## config.mk

```make
export PLATFORM = sky130hd
export DESIGN_NAME = sft_r_pipe
export DESIGN_NICKNAME = d
export VERILOG_FILES = /design/src/rtl/sft_pkg.sv /design/src/rtl/sft_r_stage.sv /design/src/rtl/sft_r_pipe.sv
export SDC_FILE = /design/constraint.sdc
export NUM_CORES = 1
export LEC_CHECK = 0
export CORE_UTILIZATION = 46
export CTS_CLUSTER_SIZE = 28
export DETAILED_ROUTE_END_ITERATION = 10
export PLACE_DENSITY_LB_ADDON = 0.15
export SYNTH_ARGS = -nofsm -noshare
export SYNTH_HDL_FRONTEND = slang
export SYNTH_SLANG_ARGS = --single-unit
```

## constraint.sdc

```tcl
create_clock -name clk -period 7.05 [get_ports clk]
set_input_delay 1.41 -clock clk [delete_from_list [all_inputs] [get_ports clk]]
set_output_delay 1.41 -clock clk [all_outputs]
set_load 0.005 [all_outputs]
```

## src/rtl/sft_pkg.sv

```systemverilog
// Shared constants for the pipelined right barrel shifter.
package sft_pkg;

    localparam int unsigned D_WIDTH   = 16;
    localparam int unsigned SEL_WIDTH = 4;
    localparam int unsigned N_STAGE   = 4;

    // Shift amount per stage, MSB of sel first.
    localparam int unsigned STAGE_SHAMT [N_STAGE] = '{8, 4, 2, 1};

endpackage

```

## src/rtl/sft_r_stage.sv

```systemverilog
// One registered stage of the right shifter: conditional shift by SHAMT with
// fill and sticky update, plus its valid bit and ready computation.
module sft_r_stage
    import sft_pkg::*;
#(
    parameter int unsigned SHAMT = 1
) (
    input  logic                 clk,
    input  logic                 rst,
    input  logic                 in_valid,
    output logic                 in_ready,
    input  logic [D_WIDTH-1:0]   in_data,
    input  logic [SEL_WIDTH-1:0] in_sel,
    input  logic                 in_arith,
    input  logic                 in_fill,
    input  logic                 in_sticky,
    output logic                 out_valid,
    input  logic                 out_ready,
    output logic [D_WIDTH-1:0]   out_data,
    output logic [SEL_WIDTH-1:0] out_sel,
    output logic                 out_arith,
    output logic                 out_fill,
    output logic                 out_sticky
);

    localparam int unsigned BIT = $clog2(SHAMT);

    logic [D_WIDTH-1:0]   data_d;
    logic [SEL_WIDTH-1:0] sel_d;
    logic                 sticky_d;

    assign in_ready = !out_valid || out_ready;

    always_comb begin
        data_d   = in_data;
        sticky_d = in_sticky;
        sel_d    = in_sel;
        // Consumed bit is cleared so later stages only see what remains.
        sel_d[BIT] = 1'b0;
        if (in_sel[BIT]) begin
            data_d   = {{SHAMT{in_fill}}, in_data[D_WIDTH-1:SHAMT]};
            sticky_d = in_sticky | (|in_data[SHAMT-1:0]);
        end
    end

    always_ff @(posedge clk or posedge rst) begin
        if (rst) begin
            out_valid  <= 1'b0;
            out_data   <= '0;
            out_sel    <= '0;
            out_arith  <= 1'b0;
            out_fill   <= 1'b0;
            out_sticky <= 1'b0;
        end else if (in_ready) begin
            out_valid <= in_valid;
            if (in_valid) begin
                out_data   <= data_d;
                out_sel    <= sel_d;
                out_arith  <= in_arith;
                out_fill   <= in_fill;
                out_sticky <= sticky_d;
            end
        end
    end

endmodule

```

## src/rtl/sft_r_pipe.sv

```systemverilog
// Four-stage pipelined 16-bit right barrel shifter (8, 4, 2, 1) with
// logical/arithmetic fill, sticky bit and full valid/ready backpressure.
module sft_r_pipe
    import sft_pkg::*;
(
    input  logic                 clk,
    input  logic                 rst,
    input  logic                 in_valid,
    output logic                 in_ready,
    input  logic [D_WIDTH-1:0]   x,
    input  logic [SEL_WIDTH-1:0] sel,
    input  logic                 arith,
    output logic                 out_valid,
    input  logic                 out_ready,
    output logic [D_WIDTH-1:0]   y,
    output logic                 sticky
);

    // Index 0 is the pipeline input, index N_STAGE the output.
    logic                 v_c   [N_STAGE+1];
    logic                 rdy_c [N_STAGE+1];
    logic [D_WIDTH-1:0]   d_c   [N_STAGE+1];
    logic [SEL_WIDTH-1:0] s_c   [N_STAGE+1];
    logic                 a_c   [N_STAGE+1];
    logic                 f_c   [N_STAGE+1];
    logic                 st_c  [N_STAGE+1];

    assign v_c[0]  = in_valid;
    assign d_c[0]  = x;
    assign s_c[0]  = sel;
    assign a_c[0]  = arith;
    assign f_c[0]  = arith & x[D_WIDTH-1];
    assign st_c[0] = 1'b0;

    assign rdy_c[N_STAGE] = out_ready;
    assign in_ready       = rdy_c[0];

    genvar k;
    generate
        for (k = 0; k < N_STAGE; k++) begin : g_stage
            sft_r_stage #(
                .SHAMT(STAGE_SHAMT[k])
            ) u_stage (
                .clk       (clk),
                .rst       (rst),
                .in_valid  (v_c[k]),
                .in_ready  (rdy_c[k]),
                .in_data   (d_c[k]),
                .in_sel    (s_c[k]),
                .in_arith  (a_c[k]),
                .in_fill   (f_c[k]),
                .in_sticky (st_c[k]),
                .out_valid (v_c[k+1]),
                .out_ready (rdy_c[k+1]),
                .out_data  (d_c[k+1]),
                .out_sel   (s_c[k+1]),
                .out_arith (a_c[k+1]),
                .out_fill  (f_c[k+1]),
                .out_sticky(st_c[k+1])
            );
        end
    endgenerate

    assign out_valid = v_c[N_STAGE];
    assign y         = d_c[N_STAGE];
    assign sticky    = st_c[N_STAGE];

endmodule

```

==> Implementation_results.wiki <==
{| class="wikitable"
! Metric !! Value
|-
| Top-level port count || 44
|-
| Max-slew violation count || 0
|-
| Row cnt || 33
|-
| Global-route wire length before repair || 11900 µm
|-
| Number of antenna violations at the first check in global routing || 0
|-
| Crit-path max FO || 4
|-
| Diodes inserted || 0
|-
| Type of element capturing the critical path || primary output
|-
| Sequential share of the synthesized area || roughly 51%
|-
| Number of distinct library cell variants in the gate-level netlist after synthesis || 25
|-
| FF+latch count, synth || 81
|-
| Average footprint of a synthesized cell || 11.5 µm²
|-
| Status || finished clean
|-
| Router iterations before antenna repair || 4
|-
| Post-detail-place hpwl || ~4800 µm
|-
| Data arrival at the endpoint of the critical path || 2.85 ns
|-
| Root cell of the clock tree || sky130_fd_sc_hd__clkbuf_8
|-
| Number of buffer cells added on primary ports || 43
|-
| Total overflow reported by the global router || 0
|-
| Series of cell instances along the critical path || clkdlybuf4s50_1 -> and4b_4 -> nand2_1 -> clkdlybuf4s50_1
|-
| Cell area after technology mapping || 0.00399 mm²
|-
| Maximum capacitance violations || 0
|-
| Post-synth net total || around 370
|-
| Post-cts gate resize count || 0
|-
| Pwr Density || 333 mW/mm²
|-
| Warning count from the yosys run || 0
|-
| Skew final || 0.00869 ns
|-
| Initial core utilization || 48.1%
|-
| H-tree lvl count || 3
|-
| TritonCTS sink count || 81
|-
| Total negative slack || 0 ns
|-
| Gate count of the mapped netlist || 347
|-
| Period utilisation layout || about three fifths
|-
| Share of post-route cells with drive strength above 1 || 15.6%
|-
| Area of the die || 0.00906 mm²
|-
| Core footprint || about 0.0083 mm²
|-
| CTS tree || yes
|-
| Normalized max-slew margin || 33.3%
|-
| Type of origin of the critical path || primary input
|-
| Count of unresolved DRC violations after routing || 0
|-
| Nets@finish || just under 400
|-
| DRT antenna net count || 0
|-
| Setup violation total in the final timing report || 0
|-
| Clock-pin slew of the registers on the worst-case setup and hold paths || 0.08 ns
|-
| GRT Resource Usage Total || 17.1%
|-
| Average vias per placed instance || about 5.4
|-
| Slowest library cell on the worst path || sky130_fd_sc_hd__clkdlybuf4s50_1
|-
| Setup repair after global routing missed its margin || false
|-
| Tmin final || between 4 and 5 ns
|-
| Worst Path Required || 5.64 ns
|-
| Peak supply drop || 121 µV
|-
| Die W || 95.2 µm
|-
| Vias post-DR || 2526
|-
| Final Core Density || 54.2%
|-
| Post-detailed-placement cell area || 0.00431 mm²
|-
| Transition time at the pin with the least slew margin || 1.00 ns
|-
| Leakage power figure || around 2 nW
|-
| Routability cong. || 0.806
|-
| Number of buffers inserted for hold repair after clock tree synthesis || 0
|-
| Fill cell instance count of the final layout || ~740
|-
| Total wirelength of the detailed-routed design || 7000 µm
|-
| Hold Path Class || reg2reg
|-
| Largest net degree at the start of global routing || between 80 and 90
|-
| Final hold viol count || 0
|-
| Detailed-route wire length per cell || 14.9 µm
|-
| Critical Path Most Common Cell || sky130_fd_sc_hd__clkdlybuf4s50_1
|-
| Crit Path Class || in2out
|-
| Insertion delay to the later sink of the worst-skew pair || 0.34 ns
|-
| Post-CTS Setup Bufs || 0
|-
| Peak clock frequency supported by timing || between 200 and 250 MHz
|-
| Synthesis-to-finish area growth || 12.7%
|-
| Die height || 95.2 µm
|-
| Total CTS buffers || 9
|-
| Vias in the first global route || 2473
|-
| DRC marker count from the first detailed-route iteration || 97
|-
| Max Root-Sink Buffers || 2
|-
| Delay contributed by the slowest stage of the critical path || about 0.50 ns
|-
| Finished layout cell area || approximately 0.0045 mm²
|}
-- Yosys cell counts, drive strengths merged --
master / instances / area, µm²
a21boi: 4 / 41.3
a21oi: 64 / 320
a31oi: 26 / 163
a41oi: 1 / 8.76
and2: 1 / 6.26
and4b: 1 / 13.8
buf: 31 / 220
clkbuf: 12 / 45.0
dfrtp: 81 / 2030
inv: 14 / 52.6
mux2: 35 / 450
mux2i: 48 / 480
nand2: 6 / 25.0
nand2b: 5 / 31.3
nand3: 1 / 5.00
nand3b: 1 / 7.51
nand4b: 1 / 15.0
nor4: 2 / 12.5
o21ai: 12 / 60.1
or4: 1 / 7.51
-- power by group --
group / leakage (nW) / switching, W / internal (W) / total, W
clock network: 0.0933 / 0.000162 / 0.000163 / 0.000325
registers: 0.925 / 0.000141 / 0.000609 / 0.000750
logic: 0.948 / 0.000159 / 0.000263 / 0.000422
-- worst max-delay path: cells and delay by family --
family / cells / cell delay, ns
buffers and inverters: 2 / 0.96
and+or+nand+nor: 2 / 0.48
-- state kept, by name, indices dropped and copies added (netlist names) --
name and count:
g_stage.u_stage.out_sticky 4, g_stage.u_stage.out_sel 6, g_stage.u_stage.out_valid 4, g_stage.u_stage.out_data 64, g_stage.u_stage.out_fill 3
-- metal layers --
layer | track usage, % | share of wire [%] | vias to the layer above
met5 | 0 | 0 | -
met4 | 6.06 | 0.84 | 0
met3 | 3.19 | 3.2 | 5
met2 | 27.6 | 46 | 50
met1 | 22.8 | 50 | 1201
li1 | - | - | 1270
-- metrics by stage --
step	hold WS (ns)	instances	setup slack, ns	total power, W
after detailed placement	0.505	455	2.81	0.00119
after global placement	0.501	455	2.81	0.00118
after CTS	0.518	471	2.80	0.00152
after floorplan	0.475	347	3.56	0.00108
after global routing	0.543	471	2.72	0.00161
final	0.509	471	2.79	0.00150
-- cells in the final DEF (no fill, tap or decap) --
| cell type | count |
|---|---|
| sky130_fd_sc_hd__dfrtp_1 | 81 |
| sky130_fd_sc_hd__a21oi_1 | 64 |
| sky130_fd_sc_hd__mux2i_1 | 48 |
| sky130_fd_sc_hd__clkdlybuf4s50_1 | 43 |
| sky130_fd_sc_hd__a31oi_1 | 26 |
| sky130_fd_sc_hd__mux2_2 | 20 |
| sky130_fd_sc_hd__mux2_4 | 15 |
| sky130_fd_sc_hd__inv_1 | 13 |
| sky130_fd_sc_hd__o21ai_0 | 12 |
| sky130_fd_sc_hd__clkbuf_8 | 9 |
| sky130_fd_sc_hd__nand2_1 | 5 |
| sky130_fd_sc_hd__nand2b_1 | 5 |
| sky130_fd_sc_hd__a21boi_0 | 3 |
| sky130_fd_sc_hd__buf_4 | 3 |
| sky130_fd_sc_hd__nor4_1 | 2 |
| sky130_fd_sc_hd__clkbuf_1 | 2 |
| sky130_fd_sc_hd__clkinv_2 | 2 |
| sky130_fd_sc_hd__and4b_4 | 1 |
| sky130_fd_sc_hd__a21boi_4 | 1 |
| sky130_fd_sc_hd__nand3b_1 | 1 |
| sky130_fd_sc_hd__a41oi_1 | 1 |
| sky130_fd_sc_hd__nand3_1 | 1 |
| sky130_fd_sc_hd__nand4b_2 | 1 |
| sky130_fd_sc_hd__nand2_2 | 1 |
| sky130_fd_sc_hd__and2_1 | 1 |
| sky130_fd_sc_hd__inv_2 | 1 |
| sky130_fd_sc_hd__or4_1 | 1 |
| sky130_fd_sc_hd__clkinv_4 | 1 |
| sky130_fd_sc_hd__bufinv_16 | 1 |
| sky130_fd_sc_hd__clkinvlp_4 | 1 |
-- logic make-up (layout without fill, tap and decap cells) --
logic type,after synthesis,count (layout),synth area share (%)
AOI/OAI and AO/OA,107,107,14.9
muxes,83,83,23.3
DFF,81,81,50.8
buffers and inverters,57,76,7.96
and+or+nand+nor,19,19,3.10
-- worst paths after layout --
check | slack [ns] | cells after the start | to | from
setup / recovery | 2.79 | 4 | in_ready | out_ready
hold / removal | 0.51 | 1 | g_stage[2].u_stage.out_sel[0]$_DFFE_PP0P_ | g_stage[1].u_stage.out_sel[0]$_DFFE_PP0P_
setup reg to reg | 4.65 | 3 | g_stage[1].u_stage.out_data[15]$_DFFE_PP0P_ | g_stage[2].u_stage.out_valid$_DFFE_PP0P_
hold reg to reg | 0.51 | 1 | g_stage[2].u_stage.out_sel[0]$_DFFE_PP0P_ | g_stage[1].u_stage.out_sel[0]$_DFFE_PP0P_
max in group asynchronous | 4.70 | 3 | g_stage[0].u_stage.out_data[13]$_DFFE_PP0P_ | rst
min in group asynchronous | 1.68 | 3 | g_stage[1].u_stage.out_valid$_DFFE_PP0P_ | rst
-- layout make-up --
type                       count  area [µm²]  share of cell area, %
sequential                    81        2030                   45.0
multi-input combinational    209        1650                   36.6
timing repair buffer          46         453                   10.1
clock buffer                  11         131                   2.92
tap                          105         131                   2.92
clock inverter                 5        56.3                   1.25
inverter                      14        52.6                   1.17
Power figures use the tool's default switching activity.
